**config.mk**
```make
export PLATFORM = sky130hd
export DESIGN_NAME = bcd_seq_display
export DESIGN_NICKNAME = d
export VERILOG_FILES = /design/src/rtl/bcd_seq_display.sv
export SDC_FILE = /design/constraint.sdc
export NUM_CORES = 1
export LEC_CHECK = 0
export CORE_MARGIN = 2
export CORE_UTILIZATION = 38
export CTS_BUF_LIST = sky130_fd_sc_hd__clkbuf_4
export DETAILED_ROUTE_END_ITERATION = 10
export PLACE_DENSITY = 0.57
export SLEW_MARGIN = 40
export SYNTH_ARGS = -nofsm -noshare
export SYNTH_HDL_FRONTEND = slang
export SYNTH_SLANG_ARGS = --single-unit
```
**constraint.sdc**
```tcl
create_clock -name clk -period 6.4 [get_ports clk]
set_input_delay 0.64 -clock clk [delete_from_list [all_inputs] [get_ports clk]]
set_output_delay 0.64 -clock clk [all_outputs]
set_load 0.02 [all_outputs]
```
**src/rtl/bcd_seq_display.sv**
```systemverilog
`default_nettype none
// ============================================================================
// Module   : bcd_seq_display
// Purpose  : Sequential binary-to-BCD converter (double dabble, one bit per
//            clock) with a registered active-low seven-segment decode of the
//            result.
// Ports    : clk        - clock, all state updates on the rising edge
//            rst_n      - asynchronous active-low reset
//            start_i    - conversion request, sampled only while idle
//            data_i     - unsigned binary value, captured on acceptance
//            busy_o     - high while a conversion is in progress
//            done_o     - one-cycle pulse; bcd/seg/overflow valid from then on
//            overflow_o - last result did not fit in DIGITS decimal digits
//            bcd_o      - packed BCD result, digit 0 (units) in bits [3:0]
//            seg_o      - active-low segments (gfedcba), digit i in [7i+6:7i]
// Config   : BCD_BLANK_LEADING_ZEROS_EN - when defined, digits above the most
//            significant nonzero digit are blanked (digit 0 is never blanked).
// Revision : 1.0 - initial release
// ============================================================================
module bcd_seq_display #(
  parameter int DATA_W = 8,
  parameter int DIGITS = 3
) (
  input  logic                  clk,
  input  logic                  rst_n,
  input  logic                  start_i,
  input  logic [DATA_W-1:0]     data_i,
  output logic                  busy_o,
  output logic                  done_o,
  output logic                  overflow_o,
  output logic [4*DIGITS-1:0]   bcd_o,
  output logic [7*DIGITS-1:0]   seg_o
);

  localparam int                 c_CNT_W    = $clog2(DATA_W + 1);
  localparam logic [c_CNT_W-1:0] c_CNT_LOAD = c_CNT_W'(DATA_W);
  localparam logic [c_CNT_W-1:0] c_CNT_LAST = c_CNT_W'(1);

  typedef enum logic [0:0] {
    IDLE  = 1'b0,
    SHIFT = 1'b1
  } state_t;

  // Single-digit active-low decode, bit order gfedcba.
  function automatic logic [6:0] seg7(input logic [3:0] d);
    case (d)
      4'd0:    seg7 = 7'b1000000;
      4'd1:    seg7 = 7'b1111001;
      4'd2:    seg7 = 7'b0100100;
      4'd3:    seg7 = 7'b0110000;
      4'd4:    seg7 = 7'b0011001;
      4'd5:    seg7 = 7'b0010010;
      4'd6:    seg7 = 7'b0000010;
      4'd7:    seg7 = 7'b1111000;
      4'd8:    seg7 = 7'b0000000;
      4'd9:    seg7 = 7'b0010000;
      default: seg7 = 7'b1111111;
    endcase
  endfunction

  // Full display decode. With blanking enabled, scan from the top digit down
  // and blank zeros until the first nonzero digit; digit 0 always shows.
  function automatic logic [7*DIGITS-1:0] seg_encode(input logic [4*DIGITS-1:0] v);
`ifdef BCD_BLANK_LEADING_ZEROS_EN
    logic lead;
    lead = 1'b1;
`endif
    seg_encode = '0;
    for (int i = DIGITS - 1; i >= 0; i--) begin
`ifdef BCD_BLANK_LEADING_ZEROS_EN
      if (lead && (i != 0) && (v[4*i +: 4] == 4'd0)) begin
        seg_encode[7*i +: 7] = 7'b1111111;
      end else begin
        lead = 1'b0;
        seg_encode[7*i +: 7] = seg7(v[4*i +: 4]);
      end
`else
      seg_encode[7*i +: 7] = seg7(v[4*i +: 4]);
`endif
    end
  endfunction

  // Display pattern shown while in reset (result value 0).
  localparam logic [7*DIGITS-1:0] c_SEG_RST = seg_encode({(4*DIGITS){1'b0}});

  state_t                state_q;
  logic [DATA_W-1:0]     shreg_q;
  logic [DATA_W-1:0]     shreg_d;
  logic [4*DIGITS-1:0]   work_q;
  logic [4*DIGITS-1:0]   work_adj;
  logic [4*DIGITS-1:0]   work_d;
  logic                  ovf_acc_q;
  logic                  ovf_acc_d;
  logic [c_CNT_W-1:0]    cnt_q;
  logic                  done_q;
  logic                  ovf_q;
  logic [4*DIGITS-1:0]   bcd_q;
  logic [7*DIGITS-1:0]   seg_q;

  // Add-3 correction on every digit >= 5 ahead of the shift.
  always_comb begin
    work_adj = work_q;
    for (int i = 0; i < DIGITS; i++) begin
      if (work_q[4*i +: 4] >= 4'd5) begin
        work_adj[4*i +: 4] = work_q[4*i +: 4] + 4'd3;
      end
    end
  end

  // One left shift of {working BCD, shift register}. The bit leaving the top
  // digit is a decimal carry out of the DIGITS-digit window, i.e. overflow.
  assign work_d    = {work_adj[4*DIGITS-2:0], shreg_q[DATA_W-1]};
  assign shreg_d   = {shreg_q[DATA_W-2:0], 1'b0};
  assign ovf_acc_d = ovf_acc_q | work_adj[4*DIGITS-1];

  always_ff @(posedge clk or negedge rst_n) begin
    if (!rst_n) begin
      state_q   <= IDLE;
      shreg_q   <= '0;
      work_q    <= '0;
      ovf_acc_q <= 1'b0;
      cnt_q     <= '0;
      done_q    <= 1'b0;
      ovf_q     <= 1'b0;
      bcd_q     <= '0;
      seg_q     <= c_SEG_RST;
    end else begin
      done_q <= 1'b0;
      case (state_q)
        IDLE: begin
          if (start_i) begin
            shreg_q   <= data_i;
            work_q    <= '0;
            ovf_acc_q <= 1'b0;
            cnt_q     <= c_CNT_LOAD;
            state_q   <= SHIFT;
          end
        end
        SHIFT: begin
          shreg_q   <= shreg_d;
          work_q    <= work_d;
          ovf_acc_q <= ovf_acc_d;
          cnt_q     <= cnt_q - c_CNT_LAST;
          if (cnt_q == c_CNT_LAST) begin
            bcd_q   <= work_d;
            seg_q   <= seg_encode(work_d);
            ovf_q   <= ovf_acc_d;
            done_q  <= 1'b1;
            state_q <= IDLE;
          end
        end
        default: state_q <= IDLE;
      endcase
    end
  end

  assign busy_o     = (state_q == SHIFT);
  assign done_o     = done_q;
  assign overflow_o = ovf_q;
  assign bcd_o      = bcd_q;
  assign seg_o      = seg_q;

endmodule
`default_nettype wire

```
# Yosys cells after proc, flatten, opt, wreduce, memory -nomap -nowiden
# Memories as Yosys holds them, arrays and structs flattened. A register that Yosys moved wholly into a read port is not among the register bits.
# Index checks and enable logic that the tools add are counted.
# word_totals
word_cells,42
reg_bits,40
output_inout_bits,36
mem_bits_ro,336
memories,3
# op_classes
magnitude_cmp,3
bitwise,2
eq_ne,2
n_mux,16
n_addsub,4
n_reduce_logical,4
# mem_list
memory,words,word_bits,rd,rd_ports_with_merged_regs,wr,line,rtl
(no name shown),16,7,1,1,0,46,case (d)
(no name shown),16,7,1,1,0,46,
(no name shown),16,7,1,1,0,46,
# ops
operator,n
12-bit case mux with 2 select lines,1
4-bit 2-to-1 mux,4
8-bit case mux with 2 select lines,1
4-bit by 2-bit adder with 4-bit output (second input constant),3
4-bit by 3-bit >= comparator with 1-bit output (second input constant),3
12-bit 2-to-1 mux,1
8-bit 2-to-1 mux,1
4-bit case mux with 2 select lines,1
1-bit 2-to-1 mux,5
4-bit by 1-bit equality test with 1-bit output (second input constant),1
1-bit case mux with 2 select lines,2
4-bit by 1-bit subtractor with 4-bit output (second input constant),1
1-bit zero test,3
2-bit != test (second input constant),1
2-bit AND reduction,1
1-bit inverter,1
1-bit OR,1

# Longest topological paths before layout
# logic_depth
word_depth,4
ltp_mapped,10
depth_no_buf,10

# Worst setup path after synthesis
# OpenSTA, ideal clock, no wires.
# synth_timing
path_kind,register to register
start,register work_q[8]
end,"register seg_q[17], in the netlist seg_o[17]"
stages_incl_launch_ff,9
period_less_slack_ns,2.208
slack_ns,4.192
n_path_buf,1
t_arrival_ns,2.125
path_cell_list,dfrtp_1 ha_1 nand2b_1 a21oi_1 xnor2_1 clkbuf_1 ha_1 nand2b_1 a41oi_2
# synth_via
elab_chain_len,2
# synth_lines
element,line,rtl
start: declaration,89,logic [4*DIGITS-1:0] work_q;
start signal: assignment,141,work_q <= work_d;
4-bit by 2-bit adder with 4-bit output or 4-bit by 3-bit >= comparator with 1-bit output (tied branches),"105, 104",
4-bit 2-to-1 mux (*),104,if (work_q[4*i +: 4] >= 4'd5) begin
via work_adj[8],90,logic [4*DIGITS-1:0] work_adj;
end: declaration,98,logic [7*DIGITS-1:0] seg_q;
# Mark *: on every way through the listed nets, which the timed path passes. The rest lies on a longest branch.
# A chain may end at the register's enable or synchronous reset.

# Worst setup path after layout
# layout_timing
start,register cnt_q[0]
end,"register seg_q[4], in the netlist seg_o[4]"
# layout_via
elab_chain_len,2
# layout_lines
element,line,rtl
start: declaration,94,logic [c_CNT_W-1:0] cnt_q;
start signal: assignment,135,cnt_q <= c_CNT_LOAD;
start signal: assignment,143,cnt_q <= cnt_q - c_CNT_LAST;
4-bit by 1-bit equality test with 1-bit output,144,if (cnt_q == c_CNT_LAST) begin
2-bit AND reduction (no line),--,
# Every way passes these cells.

==> flow_metrics.env <==
export IMPL_crit_slowest_cell="clkinv_1"
export IMPL_ir_worst_vdd_mv=0.178
export IMPL_synthTopCellsByArea="dfrtp_1, nand2_1, o21ai_0"
export IMPL_drt_first_pass_iters=4
export IMPL_final_common_cell="nand2_1"
export IMPL_grt_usage=0.160
export IMPL_pwr_share_seq=0.302
export IMPL_cts_post_setup_buffers_inserted=0
export IMPL_num_vias=2465
export IMPL_power_mw=2.30
export IMPL_holdBufCountCts=0
export IMPL_drv_cap=0
export IMPL_ctsRootBufferMaster="clkbuf_4"
export IMPL_syn_avg_cell_area_um2=9.38
export IMPL_r2r_start="cnt_q[0]$_DFFE_PN0P_"
export IMPL_crit_fanout=44
export IMPL_cts_tree="yes"
export IMPL_antennaDiodeCount=0
export IMPL_grt_pass1_wl_mm=11.1
export IMPL_ctsResizeCount=0
export IMPL_cp_start_kind="register"
export IMPL_htreeDepth=3
export IMPL_clk_latency_ns=0.39
export IMPL_clk_pin_slew_ns=0.10
export IMPL_nNetsFinal=405
export IMPL_fin_tns_setup_ns=0
export IMPL_finalWorstSetupSlack_ns=3.71
export IMPL_leakagePower_nw=1.69
export IMPL_fmax_ghz=0.372
export IMPL_synth_cell_types=46
export IMPL_die_area_um2=9090
export IMPL_placementRows=33
export IMPL_coreArea_um2=8130
export IMPL_power_switching_mw=1.06
export IMPL_synth_main_ff_cell="dfrtp_1"
export IMPL_end_kind="register"
export IMPL_port_buffers=46
export IMPL_final_max_slew_viol_count=0
export IMPL_power_density_nw_per_um2=599
export IMPL_status="complete, no violations"
export IMPL_crit_chain="ha_1, nand4bb_1, buf_4, clkinv_1, nand2_1, nor3_1, a211oi_1"
export IMPL_synth_top_cell_area_share=0.458
export IMPL_netlist_area_um2=3170
export IMPL_p_sw_frac=0.459
export IMPL_initial_core_util=0.390
export IMPL_layout_drive_gt1_share=0.0909
export IMPL_rsz0062_at_grt="false"
export IMPL_hold_viol=0
export IMPL_syn_nets=362
export IMPL_synth_edf_count=0
export IMPL_pwr_share_clk=0.093
export IMPL_ys_warn_count=0
export IMPL_cts_path_max_buffers=2
export IMPL_critPathKind="register to register"
export IMPL_routedWlPerCell_um=13.3
export IMPL_post_route_min_period_ns=2.69
export IMPL_drtIter0Drc=127
export IMPL_grt_pass1_vias=2287
export IMPL_antenna_found_initial=0
export IMPL_pin_count=47
export IMPL_routed_wl_mm=6.50
export IMPL_cp_startpoint="cnt_q[0]$_DFFE_PN0P_"
export IMPL_crit_arrival_ns=2.98
export IMPL_synth_seq_cells=61
export IMPL_numCtsBuffers=9
export IMPL_hpwlAfterDp_mm=4.32
export IMPL_yosysTopAreaCell="dfrtp_1"
export IMPL_cp_required_ns=6.70
export IMPL_gp_congestion=0.804
export IMPL_drc_errors=0
export IMPL_ant_nets=0
export IMPL_max_stage_delay_ns=0.72
export IMPL_period_share=0.420
export IMPL_layout_common_cells="nand2_1, dfrtp_1, clkdlybuf4s50_1, o21ai_0, nor2_1"
export IMPL_skew_ns=0.0154
export IMPL_numClockSinks=61
export IMPL_yosysSeqAreaShare=0.482
export IMPL_tightest_slew_ns=0.756
export IMPL_syn_instance_count=338
export IMPL_grt_overflow=0
export IMPL_dieHeight_um=95.4
export IMPL_intPower_mw=1.24
export IMPL_hold_path_class="input pin to async pin"
export IMPL_setup_viol=0
export IMPL_pwr_share_comb=0.605
export IMPL_hold_ws_ns=0.316
export IMPL_avgViaCountPerCell=5.03
export IMPL_area_growth_pct=21.0
export IMPL_dp_slack_ns=3.68
export IMPL_async_flop_share=1.00
export IMPL_grt_max_degree=62
export IMPL_max_slew_margin=0.493
export IMPL_final_util=0.472
export IMPL_fp_dieW_um=95.4
[power groups by stage]
stage	clock network [mW]	registers [mW]	logic, mW
after global routing	0.246	0.723	1.56
after detailed placement	0	0.701	1.37
final	0.214	0.693	1.39
after global placement	0	0.698	1.37
after CTS	0.227	0.694	1.38
after floorplan	0	0.799	0.857
[critical path, delay by kind of cell, from the launching register on]
| kind | cells | cell delay [ns] |
|---|---|---|
| simple gates | 3 | 0.58 |
| fa+ha+maj | 1 | 0.20 |
| compound gates | 1 | 0.29 |
| flops | 1 | 0.42 |
| buf+inv | 2 | 1.08 |
[stage by stage]
| stage | cell area, µm² | instances |
|---|---|---|
| floorplan | 3170 | 338 |
| global placement | 3720 | 475 |
| detailed placement | 3710 | 475 |
| CTS | 3810 | 490 |
| global route | 3840 | 490 |
| finish | 3840 | 490 |
[final timing paths]
kind                                              end  slack, ns  cells after the start
worst min-delay path            seg_o[17]$_DFFE_PN0P_       0.32                      2
min in group clk                 seg_o[8]$_DFFE_PN0P_       0.48                      2
worst max register to register   seg_o[4]$_DFFE_PN0P_       3.71                      7
max in group asynchronous       seg_o[13]$_DFFE_PN1P_       5.68                      2
worst max-delay path             seg_o[4]$_DFFE_PN0P_       3.71                      7
worst min register to register   seg_o[8]$_DFFE_PN0P_       0.48                      2
[registers in the layout, summed over array words and instances (netlist names)]
name	count
seg_o	21
work_q	12
ovf_acc_q	1
cnt_q	4
shreg_q	8
busy_o	1
done_o	1
overflow_o	1
bcd_o	12
[logic make-up (layout without fill, tap and decap cells)]
group | count (synthesis) | count (layout) | share of synthesized area
and+or+nand+nor | 120 | 120 | 0.177
adders and majority gates | 13 | 13 | 0.0513
muxes | 14 | 14 | 0.0450
DFF | 61 | 61 | 0.482
xor gates and xnor gates | 7 | 7 | 0.0237
buffers and inverters | 32 | 79 | 0.0379
AOI/OAI and AO/OA | 91 | 91 | 0.183
[metal layers]
metal	part of all wire	track usage	up-vias	wire length, µm
met2	0.41	0.224	39	2660
met4	0.019	0.0725	0	124
met5	0	0	-	0
li1	-	-	1268	-
met3	0.037	0.0403	8	243
met1	0.53	0.231	1150	3470
[final cells by class]
| type | count | area (µm²) |
|---|---|---|
| tap | 105 | 131 |
| multi-input combinational | 245 | 1540 |
| clock inverter | 4 | 17.5 |
| inverter | 15 | 56.3 |
| sequential | 61 | 1530 |
| clock buffer | 11 | 82.6 |
| fill | 773 | 4300 |
| timing repair buffer | 49 | 477 |
[Yosys cell counts (all sizes together) (6+ instances only)]
library cell  count
nand2            59
dfrtp            58
o21ai            37
nor2             19
clkbuf           16
inv              14
o31ai            14
ha               13
nand2b           13
a21oi            12
mux2i            12
nor3              8
o21a              6
Power figures use the tool's default switching activity.
